===== src/rtl/seg7_pkg.sv =====
// Seven-segment glyph patterns (active-low, g..a) and their codes,
// shared by the capture decoder and the BCD-to-segment encoder.
package seg7_pkg;

    localparam logic [6:0] SEG_0     = 7'b1000000;
    localparam logic [6:0] SEG_1     = 7'b1111001;
    localparam logic [6:0] SEG_2     = 7'b0100100;
    localparam logic [6:0] SEG_3     = 7'b0110000;
    localparam logic [6:0] SEG_4     = 7'b0011001;
    localparam logic [6:0] SEG_5     = 7'b0010010;
    localparam logic [6:0] SEG_6     = 7'b0000010;
    localparam logic [6:0] SEG_7     = 7'b1111000;
    localparam logic [6:0] SEG_8     = 7'b0000000;
    localparam logic [6:0] SEG_9     = 7'b0010000;
    localparam logic [6:0] SEG_E     = 7'b0000110;
    localparam logic [6:0] SEG_BLANK = 7'b1111111;

    localparam logic [3:0] CODE_E    = 4'hE;

    function automatic logic [6:0] seg7_encode(input logic [3:0] code);
        logic [6:0] s;
        case (code)
            4'd0:    s = SEG_0;
            4'd1:    s = SEG_1;
            4'd2:    s = SEG_2;
            4'd3:    s = SEG_3;
            4'd4:    s = SEG_4;
            4'd5:    s = SEG_5;
            4'd6:    s = SEG_6;
            4'd7:    s = SEG_7;
            4'd8:    s = SEG_8;
            4'd9:    s = SEG_9;
            CODE_E:  s = SEG_E;
            default: s = SEG_BLANK;
        endcase
        return s;
    endfunction

endpackage


===== src/rtl/seg7_dec.sv =====
// Combinational segment-pattern decoder: seg -> {ok, code}.
module seg7_dec
    import seg7_pkg::*;
(
    input  logic [6:0] seg_i,
    output logic       ok_o,
    output logic [3:0] code_o
);

    always_comb begin
        ok_o   = 1'b1;
        code_o = 4'd0;
        case (seg_i)
            SEG_0:   code_o = 4'd0;
            SEG_1:   code_o = 4'd1;
            SEG_2:   code_o = 4'd2;
            SEG_3:   code_o = 4'd3;
            SEG_4:   code_o = 4'd4;
            SEG_5:   code_o = 4'd5;
            SEG_6:   code_o = 4'd6;
            SEG_7:   code_o = 4'd7;
            SEG_8:   code_o = 4'd8;
            SEG_9:   code_o = 4'd9;
            SEG_E:   code_o = CODE_E;
            default: ok_o   = 1'b0;
        endcase
    end

endmodule


===== src/rtl/seg7_capture.sv =====
// Recovers digit codes from a multiplexed seven-segment display bus,
// debouncing each dwell and publishing a frame once every position is seen.
module seg7_capture
    import seg7_pkg::*;
#(
    parameter  int STABLE_CYC = 4,
    parameter  int NDIG       = 4,
    localparam int EW         = (NDIG > 1) ? $clog2(NDIG) : 1
) (
    input  logic              clk,
    input  logic              rst,
    input  logic [NDIG-1:0]   an,
    input  logic [6:0]        seg,
    output logic [4*NDIG-1:0] digits,
    output logic              valid,
    output logic              err,
    output logic [EW-1:0]     err_digit
);

    localparam logic [7:0] CMAX = 8'(STABLE_CYC - 1);
    localparam logic [7:0] CCAP = 8'(STABLE_CYC - 2);

    logic [NDIG-1:0]   prev_an_q;
    logic [6:0]        prev_seg_q;
    logic [7:0]        cnt_q, cnt_d;
    logic [4*NDIG-1:0] shadow_q, shadow_d;
    logic [NDIG-1:0]   seen_q, seen_d;
    logic [4*NDIG-1:0] digits_q;
    logic              valid_q;
    logic              err_q;
    logic [EW-1:0]     err_digit_q;

    logic [NDIG-1:0]   sel;
    logic              legal;
    logic              same;
    logic              capture;
    logic              frame_done;
    logic [EW-1:0]     pos;
    logic              dec_ok;
    logic [3:0]        dec_code;

    seg7_dec u_dec (
        .seg_i  (seg),
        .ok_o   (dec_ok),
        .code_o (dec_code)
    );

    always_comb begin
        sel   = ~an;
        legal = (sel != '0) && ((sel & (sel - NDIG'(1))) == '0);
        same  = (an == prev_an_q) && (seg == prev_seg_q);
        pos   = '0;
        for (int i = 0; i < NDIG; i++) begin
            if (!an[i]) pos = EW'(i);
        end
    end

    // Counter saturates so a long dwell yields exactly one capture.
    always_comb begin
        cnt_d = 8'd0;
        if (legal && same) cnt_d = (cnt_q == CMAX) ? cnt_q : cnt_q + 8'd1;
        capture = legal && same && (cnt_q == CCAP);
    end

    always_comb begin
        shadow_d = shadow_q;
        shadow_d[int'(pos)*4 +: 4] = dec_code;
        seen_d     = seen_q | (NDIG'(1) << pos);
        frame_done = capture && dec_ok && (&seen_d);
    end

    always_ff @(posedge clk or posedge rst) begin
        if (rst) begin
            prev_an_q   <= '1;
            prev_seg_q  <= SEG_BLANK;
            cnt_q       <= 8'd0;
            shadow_q    <= '0;
            seen_q      <= '0;
            digits_q    <= '0;
            valid_q     <= 1'b0;
            err_q       <= 1'b0;
            err_digit_q <= '0;
        end else begin
            prev_an_q  <= an;
            prev_seg_q <= seg;
            cnt_q      <= cnt_d;
            valid_q    <= frame_done;
            err_q      <= capture && !dec_ok;
            if (capture && !dec_ok) err_digit_q <= pos;
            if (capture && dec_ok) begin
                shadow_q <= shadow_d;
                seen_q   <= frame_done ? '0 : seen_d;
            end
            if (frame_done) digits_q <= shadow_d;
        end
    end

    assign digits    = digits_q;
    assign valid     = valid_q;
    assign err       = err_q;
    assign err_digit = err_digit_q;

endmodule


===== config.mk =====
export PLATFORM = sky130hd
export DESIGN_NAME = seg7_capture
export DESIGN_NICKNAME = d
export VERILOG_FILES = /design/src/rtl/seg7_pkg.sv /design/src/rtl/seg7_dec.sv /design/src/rtl/seg7_capture.sv
export SDC_FILE = /design/constraint.sdc
export NUM_CORES = 1
export LEC_CHECK = 0
export ABC_CLOCK_PERIOD_IN_PS = 3300
export CAP_MARGIN = 20
export CORE_MARGIN = 2
export CORE_UTILIZATION = 35
export DETAILED_ROUTE_END_ITERATION = 16
export PLACE_DENSITY_LB_ADDON = 0.1
export SKIP_LAST_GASP = 1
export SLEW_MARGIN = 5
export SYNTH_ARGS = -nofsm -noshare
export SYNTH_HDL_FRONTEND = slang
export SYNTH_SLANG_ARGS = --single-unit

===== constraint.sdc =====
create_clock -name clk -period 3.3 [get_ports clk]
set_clock_uncertainty 0.05 [all_clocks]
set_input_delay 0.66 -clock clk [delete_from_list [all_inputs] [get_ports clk]]
set_output_delay 0.66 -clock clk [all_outputs]
set_load 0.05 [all_outputs]

## After elaboration in Yosys (flattened, before gate mapping)

Cells that the tools add are included.

| storage, ports and cells | value |
|---|---|
| word-level logic and storage cells | 55 |
| bits of input ports | 13 |
| output and inout bits | 20 |
| flip-flop bits (word level) | 59 |

| cells by class | value |
|---|---|
| bitwise logic cells | 3 |
| shift-type cells | 3 |
| $add $sub $neg | 3 |
| equal/unequal tests | 15 |
| multiplexer cells | 9 |
| reduce and logical (&&, ||, !) cells | 13 |

Operators by type and width:

| kind | count |
|---|---|
| 4-bit one-hot mux with 10 select lines | 1 |
| 4-bit negator with 33-bit output | 1 |
| 4-bit by 33-bit variable shift with 16-bit output (first input constant) | 1 |
| 4-bit by 33-bit variable part select with 16-bit output | 1 |
| 7-bit by 5-bit == test with 1-bit output (second input constant) | 3 |
| 7-bit == test (second input constant) | 3 |
| 16-bit bitwise mux | 1 |
| 8-bit by 2-bit == test with 1-bit output (second input constant) | 2 |
| 8-bit two-way mux | 2 |
| 7-bit by 6-bit == test with 1-bit output (second input constant) | 2 |
| 11-bit OR reduction | 1 |
| 8-bit by 1-bit adder with 8-bit output (second input constant) | 1 |
| 7-bit by 2-bit == test with 1-bit output (second input constant) | 1 |
| 7-bit by 3-bit == test with 1-bit output (second input constant) | 1 |
| 7-bit == test | 1 |
| 1-bit logical AND | 7 |
| 7-bit logical NOT | 1 |
| 4-bit bitwise AND | 1 |
| 4-bit == test | 1 |
| 4-bit logical NOT | 1 |
| 2-bit two-way mux | 2 |
| 4-bit two-way mux | 1 |
| 4-bit inverter | 1 |
| 4-bit bitwise OR | 1 |
| other kinds (7) | 8 |

## Longest topological paths before layout

Gate-level depths: netlist of run 1.

| depth | value |
|---|---|
| word-level depth | 10 |
| gate-level depth with buffers | 8 |
| mapped depth without buffers | 7 |

## Modules after synthesis

From an unflattened synthesis of run 1, not the netlist that was laid out.

| unflattened totals | value |
|---|---|
| cells, all modules | 305 |
| area, all modules | 3145.5 um2 |

Modules (own cells, without submodules):

| module | seq. area each (um2) | instances | area an instance (um2) | cells an instance |
|---|---|---|---|---|
| seg7_capture | 1490.2 | 1 | 2934.1 | 274 |
| seg7_dec | 0.0 | 1 | 211.5 | 31 |

## Least setup slack after synthesis of run 1

Ideal clock, no wire load.

| timing | value |
|---|---|
| path type | input port to flip-flop |
| start | input seg[3] |
| end | register digits_q[10], in the netlist digits[10] |
| cell stages on the path | 7 |
| setup time | 128 ps |
| setup slack | 651 ps |
| data arrival time | 2472 ps |
| path buffers | 2 |
| required time | 3122 ps |
| path through | clkbuf_1 > xnor2_1 > nand4_1 > a2111o_1 > nor4b_2 > buf_4 > mux2_1 |

| on the way | value |
|---|---|
| longest elaborated chain between the ends | 6 |
| elaborated cells on any way between the ends | 22 |
| classes of those cells | eq/ne: 11; shift: 1; mux: 3; reduce/logical: 7 |

Ends and longest elaborated chain:

| what | line | RTL |
|---|---|---|
| from (decl) | seg7_capture.sv:13 | `input logic [6:0] seg,` |
| parallel branches: the longest is 6 deep, another holds 4-bit by 33-bit variable part select with 16-bit output | - |  |
| to (signal assigned) | seg7_capture.sv:94 | `if (frame_done) digits_q <= shadow_d;` |
| to (decl) | seg7_capture.sv:28 | `logic [4*NDIG-1:0] digits_q;` |

Parallel ways; which one is timed is not known.
A chain may end at the register's enable or synchronous reset.

## Worst setup path after layout of run 1

| timing | value |
|---|---|
| start | input an[2] |
| end | register digits_q[1], in the netlist digits[1] |

| on the way | value |
|---|---|
| elaborated cells on any way between the ends | 21 |
| classes of those cells | add/sub: 2; eq/ne: 1; shift: 3; mux: 3; bitwise: 3; reduce/logical: 9 |

RTL lines:

| what | line | RTL |
|---|---|---|
| from (decl) | seg7_capture.sv:12 | `input logic [NDIG-1:0] an,` |
| 2-bit two-way mux (*) (2 in a row) | seg7_capture.sv:54 | `if (!an[i]) pos = EW'(i);` |
| via pos[0] | seg7_capture.sv:38 | `logic [EW-1:0] pos;` |
| parallel branches: the longest is 4 deep, another holds 4-bit negator with 33-bit output | - |  |

Mark *: on every way through the listed nets, which the timed path passes.

==> results of run 1 <==
-- per-stage QoR --
stage | setup WS (ns) | total power [mW]
2_1_floorplan | 0.6509 | 0.8243
5_1_grt | 0.2859 | 1.761
6_report | 0.4358 | 1.696
3_3_place_gp | 0.08174 | 0.8801
3_5_place_dp | 0.07774 | 0.8810
4_1_cts | 0.4245 | 1.719
-- metal layers --
metal	wire length, um	vias up
met3	256	12
met1	3489	1107
met4	146	0
li1	-	1089
met5	0	-
met2	3173	42
-- power by group --
| group | leakage (nW) | internal (mW) | switching [mW] | total, mW |
|---|---|---|---|---|
| Combinational | 0.732 | 0.0528 | 0.0752 | 0.128 |
| Sequential | 0.787 | 0.736 | 0.00303 | 0.739 |
| Clock | 0.127 | 0.539 | 0.291 | 0.830 |
-- logic make-up after synthesis --
family / Yosys count / share of synthesized area (%)
AOI/OAI and AO/OA: 58 / 15.75
adders and majority gates: 10 / 4.167
and+or+nand+nor: 72 / 13.79
muxes: 19 / 7.083
buffers and inverters: 30 / 4.041
DFF: 59 / 49.63
xor gates and xnor gates: 19 / 5.542
-- flip-flops by register name, indices dropped and copies added, names as in the netlist --
register    flops
err             1
shadow_q       16
prev_an_q       4
digits         16
cnt_q           8
prev_seg_q      7
seen_q          4
valid           1
err_digit       2
-- how the worst max path moves through the flow --
stage | start | endpoint | slack [ns]
finish | an[2] | digits[1] | 0.44
global route | an[1] | digits[1] | 0.29
CTS | an[2] | digits[1] | 0.42
detailed placement | an[2] | digits[1] | 0.08
global placement | an[2] | digits[1] | 0.08
floorplan | seg[3] | digits[10] | 0.65
-- layout make-up --
type / count / area share (%)
clock buffers: 11 / 3.953
clock inverters: 5 / 2.581
inverters: 20 / 1.960
multi-input cells: 178 / 36.56
flip-flops and latches: 59 / 38.91
well taps: 105 / 3.430
repair buffers: 52 / 12.61
-- layout by cell type, fill, tap and decap left out, types with 10 or more instances in the layout --
master           count
dfrtp_1             48
clkdlybuf4s50_1     32
inv_1               19
buf_4               19
o22ai_1             17
nor2_1              16
mux2_1              16
a22o_1              16
xnor2_1             14
nand2_1             11
clkbuf_8            11
dfstp_2             11
ha_1                10
==> impl_metrics.tcl, run 1 <==
set metrics [dict create \
    status "completed" \
    crit_chain "clkdlybuf4s50_1, nand2b_1, and2_1, inv_1, ha_1, o221ai_1, nor4b_4, buf_12, mux2_1" \
    synthCells 267 \
    clock-sinks 59 \
    placed_area_sq_um 3580 \
    cts_made_buffers 9 \
    cts_hold_buf 0 \
    cts_resized 0 \
    die_h_um 96.63 \
    dr.pass1.iters 4 \
    slew_violations 0 \
    final.setup.tns_ns 0 \
    rows 33 \
    die_w_um 96.63 \
    critPathMaxFanout 20 \
    final_cell_count_no_fill 430 \
    end_kind "flip-flop" \
    grt_pass1_wl_um 12230 \
    slew_headroom_pct 58.11 \
    finalInstanceArea_sq_um 3830 \
    antenna_found_initial 0 \
    postCtsSetupRepairBufs 0 \
    finalHoldViolCount 0 \
    slowest_stage "clkdlybuf4s50_1" \
    yosysTopAreaCellShare_pct 40.00 \
    cap_violations 0 \
    initial_core_util_pct 36.36 \
    critPathRequiredTime_ns 3.48 \
    synth.most_common_cell "dfrtp_1" \
    r2r_end "digits[1]" \
    power_density_nw_per_um2 443.0 \
    dp_cells 414 \
    multiInputGateArea_sq_um 1400 \
    holdPathEnd "digits[13]" \
    rsz0062_at_grt "no" \
    grt_pass1_vias 2365 \
    io_buffers 32 \
    ir_drop_mv 0.2232 \
    core_area_sq_um 8258 \
    setup_violations 0 \
    use_met1_pct 23.14 \
    cp.buffers_inverters 3 \
    cts-root-buf "clkbuf_8" \
    whs_path_depth 1 \
    async_reset_ff_share_pct 100.0 \
    vias 2250 \
    worst_pin_slew_ns 0.6284 \
    cts_buffer_depth 2 \
    drt-initial-drc-count 99 \
    drc_errors 0 \
    io_pins 33 \
    wl_um 7065 \
    max_stage_delay_ns 0.61 \
    r2r-start "cnt_q[4]" \
    worstHoldStart "digits[13]" \
    layout_worst_path_cycle_share_pct 86.79 \
    cts.reportedPaths.clkPinSlew_ns 0.06 \
    ant_nets 0 \
    grt.overflow.total 0 \
    cp-start-kind "input pin" \
    r2r_setup_slack_ns 0.73 \
    synth.largest_area_cell "dfrtp_1" \
    grt_use_total_pct 16.38 \
    grt_max_degree 25 \
    h-tree-depth 3 \
    max_freq_mhz 349.1 \
    path_depth 9 \
    synth_top_flop_cell "dfrtp_1" \
    hold_slack_ns 0.4405 \
    wl_per_cell_um 16.43 \
    synth_seq_area_share_pct 49.63 \
    dp_hpwl_um 4925 \
    synth.distinct_cells 48 \
    synth.area.top_cells "dfrtp_1 40%, dfstp_2 9.6%, mux2_1 6.0%, a22o_1 4.7%, ha_1 4.2%" \
    fillerInstances 796 \
    synth-edff-count 0 \
    grt_busiest_layer "met2" \
    n_antenna_cell 0 \
    leakage_nw 1.645 \
    cts_tree "yes" \
    gr-usage-met2_pct 23.93 \
    synth_nets 290 \
    period_needed_ns 2.864 \
    synth_area_sq_um 3003 \
    r2r_cells 7 \
    avgViaCountPerCell 5.233 \
    crit_type "in -> reg" \
    yosys-top-cells-count "48 x dfrtp_1, 20 x inv_1, 17 x o22ai_1" \
    regArea_sq_um 1490 \
    ys_ff_latch 59 \
    cp_top_family "buffers and inverters" \
    arrival_ns 3.04 \
    worstHoldPathType "reg -> reg" \
    syn_to_final_growth_pct 27.54 \
    drive_gt1_share_pct 17.85 \
    clk_latency_ns 0.35 \
    globalplace.congestion 0.7917 \
    final_util_pct 46.38 \
    syn_area_per_cell_sq_um 11.25 \
    nets 343 \
    die_area_sq_um 9336 \
    use_met3_pct 3.251 \
    ys_warn_count 0 \
]
(Power assumes the default switching activity.)
==> run 2: changes to the inputs <==
SLEW_MARGIN = 20   (was 5)
==> results of run 2 <==
No change in the layout: final DEF, timing and power equal those of run 1.
==> run 3: changes to the inputs <==
CTS_CLUSTER_DIAMETER = 120   (was unset)
==> results of run 3 <==
No change in the layout: final DEF, timing and power equal those of run 1.
